===== src/rtl/buf_wr_arb_pkg.sv =====
// Shared types and helpers for the buffer write-port arbiter.
// Imported by the arbiter top and its round-robin selector.
package buf_wr_arb_pkg;

  typedef enum logic {
    IDLE  = 1'b0,
    BURST = 1'b1
  } state_e;

  function automatic int wrap_inc(
    input int i,
    input int n
  );
    return (i + 1 >= n) ? 0 : i + 1;
  endfunction

endpackage


===== src/rtl/buf_wr_arb_rr_pick.sv =====
// Combinational round-robin selector: first set request at or
// after the pointer, wrapping; one-hot winner plus its index.
module rr_pick #(
  parameter int N  = 4,
  parameter int IW = $clog2(N)
) (
  input  logic [N-1:0]  req_i,
  input  logic [IW-1:0] ptr_i,
  output logic [N-1:0]  gnt_o,
  output logic [IW-1:0] idx_o,
  output logic          any_o
);

  always_comb begin
    int p;
    logic [IW-1:0] q;
    gnt_o = '0;
    idx_o = '0;
    any_o = 1'b0;
    p     = 0;
    q     = '0;
    for (int k = 0; k < N; k++) begin
      p = int'(ptr_i) + k;
      if (p >= N) p = p - N;
      q = IW'(p);
      if (!any_o && req_i[q]) begin
        any_o    = 1'b1;
        gnt_o[q] = 1'b1;
        idx_o    = q;
      end
    end
  end

endmodule


===== src/rtl/buf_wr_arb.sv =====
// Round-robin burst arbiter driving the source-side write port
// of the dual-clock buffer; never writes while the buffer is full.
module buf_wr_arb
  import buf_wr_arb_pkg::*;
#(
  parameter int NUM_REQ    = 4,
  parameter int DATA_WIDTH = 8,
  parameter int MAX_BURST  = 8
) (
  input  logic                          iclk,
  input  logic                          irst_n,
  input  logic [NUM_REQ-1:0]            ireq,
  input  logic [NUM_REQ-1:0]            ilast,
  input  logic [NUM_REQ*DATA_WIDTH-1:0] idata,
  input  logic                          ifull,
  output logic [NUM_REQ-1:0]            ogrant,
  output logic                          owr,
  output logic [DATA_WIDTH-1:0]         odata,
  output logic                          obusy
);

  localparam int PW = $clog2(NUM_REQ);
  localparam int BW = $clog2(MAX_BURST);

  state_e                  state_q;
  logic [NUM_REQ-1:0]      gnt_q;
  logic                    wr_q;
  logic [DATA_WIDTH-1:0]   data_q;
  logic [DATA_WIDTH-1:0]   data_d;
  logic                    busy_q;
  logic [PW-1:0]           ptr_q;
  logic [PW-1:0]           ptr_d;
  logic [PW-1:0]           gidx_q;
  logic [BW-1:0]           beat_q;

  logic [NUM_REQ-1:0]      pick_gnt;
  logic [PW-1:0]           pick_idx;
  logic                    pick_any;

  logic                    req_g;
  logic                    last_g;
  logic                    accept;
  logic                    beat_max;
  logic                    done;

  rr_pick #(
    .N  (NUM_REQ),
    .IW (PW)
  ) u_pick (
    .req_i (ireq),
    .ptr_i (ptr_q),
    .gnt_o (pick_gnt),
    .idx_o (pick_idx),
    .any_o (pick_any)
  );

  // Only the granted lane's request/last matter.
  assign req_g    = |(ireq & gnt_q);
  assign last_g   = |(ilast & gnt_q);
  assign accept   = req_g & ~ifull;
  assign beat_max = (beat_q == BW'(MAX_BURST - 1));
  assign done     = (accept & (last_g | beat_max))
                  | (~req_g & ~ifull);

  assign data_d = accept
    ? idata[int'(gidx_q)*DATA_WIDTH +: DATA_WIDTH]
    : data_q;
  assign ptr_d  = PW'(wrap_inc(int'(gidx_q), NUM_REQ));

  always_ff @(posedge iclk) begin
    if (!irst_n) begin
      state_q <= IDLE;
      gnt_q   <= '0;
      wr_q    <= 1'b0;
      data_q  <= '0;
      busy_q  <= 1'b0;
      ptr_q   <= '0;
      gidx_q  <= '0;
      beat_q  <= '0;
    end else begin
      unique case (state_q)
        IDLE: begin
          wr_q <= 1'b0;
          if (pick_any) begin
            gnt_q   <= pick_gnt;
            gidx_q  <= pick_idx;
            busy_q  <= 1'b1;
            beat_q  <= '0;
            state_q <= BURST;
          end
        end
        BURST: begin
          wr_q   <= accept;
          data_q <= data_d;
          if (accept && !beat_max) begin
            beat_q <= beat_q + BW'(1);
          end
          if (done) begin
            gnt_q   <= '0;
            busy_q  <= 1'b0;
            ptr_q   <= ptr_d;
            state_q <= IDLE;
          end
        end
      endcase
    end
  end

  assign ogrant = gnt_q;
  assign owr    = wr_q;
  assign odata  = data_q;
  assign obusy  = busy_q;

endmodule


===== config.mk =====
export PLATFORM = sky130hd
export DESIGN_NAME = buf_wr_arb
export DESIGN_NICKNAME = d
export VERILOG_FILES = /design/src/rtl/buf_wr_arb_pkg.sv /design/src/rtl/buf_wr_arb_rr_pick.sv /design/src/rtl/buf_wr_arb.sv
export SDC_FILE = /design/constraint.sdc
export NUM_CORES = 1
export LEC_CHECK = 0
export ABC_CLOCK_PERIOD_IN_PS = 2600
export CORE_AREA = 3 3 68 70
export DETAILED_ROUTE_END_ITERATION = 12
export DIE_AREA = 0 0 71 73
export PLACE_DENSITY = 0.78
export REMOVE_ABC_BUFFERS = 1
export SLEW_MARGIN = 10
export SYNTH_ARGS = -nofsm -noshare
export SYNTH_HDL_FRONTEND = slang
export SYNTH_HIERARCHICAL = 1
export SYNTH_SLANG_ARGS = --single-unit

===== constraint.sdc =====
create_clock -name iclk -period 2.6 [get_ports iclk]
set_clock_uncertainty 0.2 [all_clocks]
set_input_delay 0.26 -clock iclk [delete_from_list [all_inputs] [get_ports iclk]]
set_output_delay 0.26 -clock iclk [all_outputs]
set_load 0.05 [all_outputs]

* Word-level counts from Yosys, hierarchy flattened
Cells that the tools add are included.
** Storage, ports and cells
- Register bits :: 22
- Output and inout bits :: 14
** Cells by class
- Add/subtract/negate cells :: 9
- Magnitude comparators :: 13
- Equality and inequality tests :: 4
- Shift-type cells :: 1
- Multiplexer cells :: 46
- Bitwise operators :: 13
- Reductions and logical operators :: 19
** Operator list (number)
- $shiftx 32x6->8 :: 1
- $mux 4 :: 6
- $mux 2 :: 9
- $mux 1 :: 16
- $ge 3x3->1 const B :: 4
- $lt 2x3->1 const B :: 4
- $or 4x4->4 :: 3
- $reduce_and 2->1 :: 5
- $and 4x4->4 :: 2
- $bmux 1 s2 :: 4
- $demux 1 s2 :: 4
- $ge 2x1->1 const B :: 4
- $logic_and 1x1->1 :: 8
- $pmux 4 s2 :: 1
- $reduce_or 4->1 :: 2
- $sub 2x1->2 const B :: 4
- $add 2x1->3 const B :: 2
- $add 2x2->3 const B :: 2
- $mux 3 :: 2
- $pmux 1 s2 :: 3
- $pmux 3 s2 :: 1
- $logic_not 1->1 :: 4
- $ne 2x1->1 const B :: 2
- $add 3x1->3 const B :: 1
- 6 further kinds :: 11

* Longest topological paths before layout
Gate-level depths: netlist (run 1).
- Word-level depth :: 16
- Mapped depth :: 11

* Cells and area by module
The synthesis (run 1) kept the hierarchy.
** By module, submodules not included
- buf_wr_arb :: instances 1, cells each 118, area an instance 1241.2 sq um, sequential area each 440.4 sq um
- rr_pick :: instances 1, cells each 45, area an instance 421.7 sq um, sequential area each 0.0 sq um

* Least setup slack after synthesis (run 1)
No wires, ideal clock.
- Path type :: register -> register
- From :: register ptr_q[0]
- To :: register gnt_q[2] (netlist: ogrant[2])
- Library setup time :: 0.074 ns
- Arrival :: 2.243 ns
- Data required time :: 2.326 ns
- Path slack :: 0.083 ns
- Stages on the path, launching flop included :: 12
- Cells stage by stage :: dfxtp_1 -> buf_6 -> inv_1 -> ha_1 -> mux4_2 -> buf_6 -> nor3_1 -> nand2b_1 -> nand2b_1 -> buf_2 -> nand3_1 -> o211ai_2
** Between the ends
- Word-level cells in the longest chain between the ends :: 16
- Elaborated cells on any way between the ends :: 64
** Ends and longest elaborated chain
- start, declared :: RTL line buf_wr_arb.sv:31 : logic [PW-1:0] ptr_q;
- start signal, assigned :: RTL line buf_wr_arb.sv:101 : ptr_q <= ptr_d;
- branches (longest 13 deep; another with $add 2x1->3)
- $mux 1 (*) :: RTL line buf_wr_arb_rr_pick.sv:26 : if (!any_o && req_i[q]) begin
- net pick_any :: RTL line buf_wr_arb.sv:38 : logic pick_any;
- $ne 2x2->1 (no source line) (*)
- $reduce_and 2->1 (no source line) (*)
- end signal, assigned :: RTL line buf_wr_arb.sv:85 : gnt_q <= pick_gnt;
- end, declared :: RTL line buf_wr_arb.sv:26 : logic [NUM_REQ-1:0] gnt_q;
Mark *: on every way through the listed nets, which the timed path passes. The select of a mux whose other input is x is not followed.
A chain may end at the register's enable or synchronous reset.

* Worst setup path in the final report (run 1)
- From :: register ptr_q[1]
- To :: register gnt_q[2] (netlist: ogrant[2])
** Between the ends
- Word-level cells in the longest chain between the ends :: 16
- Elaborated cells on any way between the ends :: 64
** Ends and longest elaborated chain
- branches (longest 13 deep; another with $add 2x1->3)
- $mux 4 (*) :: RTL line buf_wr_arb_rr_pick.sv:26
- net pick_gnt[2] :: RTL line buf_wr_arb.sv:36 : logic [NUM_REQ-1:0] pick_gnt;
- $mux 4 (*) :: RTL line buf_wr_arb.sv:84 : if (pick_any) begin
- $pmux 4 s2 (*) :: RTL line buf_wr_arb.sv:81 : unique case (state_q)
Marked as above.

==> results of run 1 <==
-- final cells by class --
class / count / area (µm²) / area share, %
flip-flops and latches: 22 / 440 / 18.7
well taps: 50 / 62.6 / 2.65
multi-input cells: 126 / 1140 / 48.3
inverters: 3 / 11.3 / 0.478
repair buffers: 68 / 663 / 28.1
clock buffers: 3 / 41.3 / 1.75
-- path summary, 6_finish.rpt --
kind	from	to	cells after the start
worst max register to register	ptr_q[1]	ogrant[2]	9
worst min-delay path	beat_q[1]	beat_q[1]	2
worst max-delay path	ptr_q[1]	ogrant[2]	9
worst min register to register	beat_q[1]	beat_q[1]	2
-- cell usage after synthesis, types with 2 or more instances --
cell	number
sky130_fd_sc_hd__a21boi_0	2
sky130_fd_sc_hd__inv_1	3
sky130_fd_sc_hd__mux2i_1	10
sky130_fd_sc_hd__nand2b_1	4
sky130_fd_sc_hd__nand4_1	5
sky130_fd_sc_hd__nand2_1	7
sky130_fd_sc_hd__dfxtp_1	22
sky130_fd_sc_hd__buf_6	3
sky130_fd_sc_hd__nand3b_1	2
sky130_fd_sc_hd__a22oi_1	10
sky130_fd_sc_hd__a22oi_2	2
sky130_fd_sc_hd__nand3_1	13
sky130_fd_sc_hd__nor2b_1	11
sky130_fd_sc_hd__mux4_1	2
sky130_fd_sc_hd__nor2_1	5
sky130_fd_sc_hd__o211ai_2	4
sky130_fd_sc_hd__mux4_2	10
sky130_fd_sc_hd__a21oi_1	3
sky130_fd_sc_hd__clkbuf_1	4
sky130_fd_sc_hd__buf_2	4
sky130_fd_sc_hd__o21ai_0	10
sky130_fd_sc_hd__ha_1	8
-- metal layers --
metal / GRT usage [%] / vias up
li1: - / 755
met1: 23.9 / 696
met3: 3.72 / 2
met5: 0 / -
met2: 26.5 / 56
met4: 2.51 / 0
-- kinds of logic after synthesis --
logic type / synth area share (%)
compound gates: 19.2
fa+ha+maj: 6.02
buf+inv: 5.04
flops: 26.5
mux: 23.4
simple gates: 19.9
-- sequential cells by signal (all words and copies together), names as in the netlist --
register,count
beat_q,3
gidx_q,2
obusy,1
odata,8
ogrant,4
owr,1
ptr_q,2
state_q,1
-- power groups by stage --
stage                     logic (mW)  clock network [mW]  registers, mW
final                          0.786               0.203          0.448
after global routing           0.851               0.223          0.457
after CTS                      0.784               0.210          0.448
after detailed placement       0.782                   0          0.456
after global placement         0.773                   0          0.455
after floorplan                0.412                   0          0.538
-- per-stage QoR --
step | setup WS, ps | area (µm²) | power (mW)
after floorplan | -19.5 | 1590 | 0.950
after global placement | 121 | 2320 | 1.23
after detailed placement | 52.2 | 2320 | 1.24
after CTS | 253 | 2360 | 1.44
after global routing | 59.8 | 2360 | 1.53
final | 246 | 2360 | 1.44
-- critical path: cells and delay by family, from the launching register on --
family / cells / cell delay (ps)
simple gates: 2 / 370
compound gates: 3 / 360
mux: 1 / 380
buf+inv: 2 / 290
flops: 1 / 340
fa+ha+maj: 1 / 360
==> results by stage, run 1 <==
CTS:
- The number of hold buffers added after cts is 0.
- Counting the buffers created by CTS gives 3.
- The tree is rooted in a sky130_fd_sc_hd__clkbuf_8.
- The number of H-tree levels is 1.
- The CTS tree is yes.
- The number of buffers inserted by post-CTS setup repair is 0.
- The clock passes through at most 2 buffers.
- The total number of clock tree sinks is 22.
- The clock reaches the later pin of the worst-skew pair after 260 ps.
- The clock transition at the register clock pins on the worst setup and hold paths after CTS is 70 ps.
- The number of cells upsized or downsized after cts is 0.

Timing:
- The number of slew-limit violations in the final report is 0.
- The minimum period implied by the final worst setup slack is 2350 ps.
- Setup repair after global routing left no endpoint under its margin.
- Headroom to the max-slew limit came out at 60.7%.
- The share of the cycle needed by the critical path after routing is 90.5%.
- The actual transition at the worst max-transition pin is 589 ps.
- The final-report hold violation count came to 0.
- For the final routed database, the setup TNS stands at 0 ps.
- The worst hold-check slack is 295 ps.
- For this run, the top clock speed supported by timing is 425 MHz.
- Setup violations remaining at the end of the flow were counted as 0.

Outcome:
- The run finished with clean final reports.

Cells and area:
- The layout has 340 filler cells.
- The diode insertion count for antenna repair is 0.
- The top cell types in the final layout, fill and taps aside, are sky130_fd_sc_hd__clkdlybuf4s50_1 (56), sky130_fd_sc_hd__dfxtp_1 (22), sky130_fd_sc_hd__nand3_1 (13).
- The area added between synthesis and finish is 41.8%.
- For this run, the number of standard cells in the final layout without fillers is 272.
- The fraction of the core area covered by cells at the end of the flow is 58.5%.
- Leaving out fill and tap cells, the most frequent cell in the layout is sky130_fd_sc_hd__clkdlybuf4s50_1.
- The number of nets in the final layout is 275.
- In the final layout, the share of cells above drive strength 1 is 17.1%.

Critical path:
- For the worst setup path, the data arrival time is 2340 ps.
- The signal on the critical path passes through inv_1 > ha_1 > mux4_2 > buf_4 > and2b_2 > a22oi_1 > o21ai_0 > nand3_1 > o211ai_2.
- The worst endpoint required time is 2590 ps.
- The largest fanout of any net on the critical path is 7.
- On the worst path, the slowest cell contributes a delay of 380 ps.
- For flop-to-flop paths, the worst setup slack is 250 ps.
- The setup path with the least slack is of type reg2reg.
- Among all stages on the critical path, the largest delay is contributed by sky130_fd_sc_hd__mux4_2.
- The kind of capture point of the worst setup path is a flop.
- The startpoint type of the worst setup path is a flop.

Floorplan:
- The floorplan die height is 73 µm.
- The floorplan step defined a die boundary enclosing 5180 µm².
- 57 I/O pins were placed.
- Measured along the x axis, the die boundary spans 71 µm.
- In this run the core area contains 23 standard-cell rows.
- In this run the standard cell core region covers 4030 µm².
- Once the floorplan was initialized, standard cells occupied 41.3% of the core.

Drt:
- The first-pass iteration count of the detailed router is 4.
- The top layer reached by signal wires is met4.
- The met1 routed wirelength after detailed routing is 1.86 mm.
- In the detailed route, the total length drawn on met2 is 2.24 mm.
- Summed over all nets, wire length on met3 after detailed routing comes to 255 µm.
- The number of remaining DRC errors is 0.
- After detailed routing, the number of vias per cell comes to 5.55.
- In the final routed layout, each cell accounts on average for 16.1 µm.
- After the first detailed-routing iteration, the DRC count stood at 95.
- The total routed wirelength is 4.38 mm.
- Once detail routing completed, the nets flagged for antenna violations numbered 0.
- Summing over every cut layer, the via total after detailed routing is 1509.

Min path:
- The worst hold path class is reg2reg.

Yosys:
- Among all flip-flop cells after synthesis, the most frequent one is sky130_fd_sc_hd__dfxtp_1.
- A synthesized cell averages 10.2 µm².
- The post-synthesis cell count is 163.
- The number of synthesized register bits is 22.
- The top cell type by total area after synthesis is sky130_fd_sc_hd__dfxtp_1.
- Synthesis instantiated 41 different standard cells from the library.
- For this run, the number of Yosys warnings is 6.
- After synthesis, the largest area contributor takes up 26.5% of total cell area.
- The number of enable flip-flop cells after synthesis is 0.
- The part of the Yosys area used for sequential elements is 26.5%.
- In the post-synthesis netlist, the biggest area contributors are sky130_fd_sc_hd__dfxtp_1 (26%), sky130_fd_sc_hd__mux4_2 (14%), sky130_fd_sc_hd__ha_1 (6.0%).
- The share of synthesized flip-flops with an asynchronous set or reset is 0%.
- The mapped netlist covers 1660 µm².

Global route:
- Global routing used 16.7% of the available tracks across all layers.
- The overflow left after global routing is 0.
- The first global-routing pass estimated 6.93 mm of wire.
- The number of global-route vias before repair came to 1446.
- The maximum number of pins on one net before global-route repair is 21.
- The initial antenna violation count is 0.

Pwr:
- The sequential group share of total power is 31.2%.
- The power density relative to cell area is 610 nW/µm².
- The clock group share of total power is 14.1%.
- In this run switching power makes up 39.6% of total power.
- The proportion of power drawn by combinational gates is 54.7%.
- Summed over all cells, the static leakage comes to 0.807 nW.
- The internal power consumption is 868 µW.
- The worst vdd rail ir drop is 0.000321 V.
- The switching component of the power is 569 µW.

Place:
- The total half-perimeter wirelength after legalization and detailed placement is 3.56 mm.
- The final weighted congestion of routability-driven global placement is 0.912.
- Port buffering added 56 buffers.
- The number of placed instances, taps included is 269.

Flow run:
- Max-cap violations in this run came to 0.
Power figures use the tool's default switching activity.
==> run 2: changes to the inputs <==
CAP_MARGIN = 20   (was not set)
==> results of run 2 <==
Final layout, timing and power as in run 1 (identical DEF).
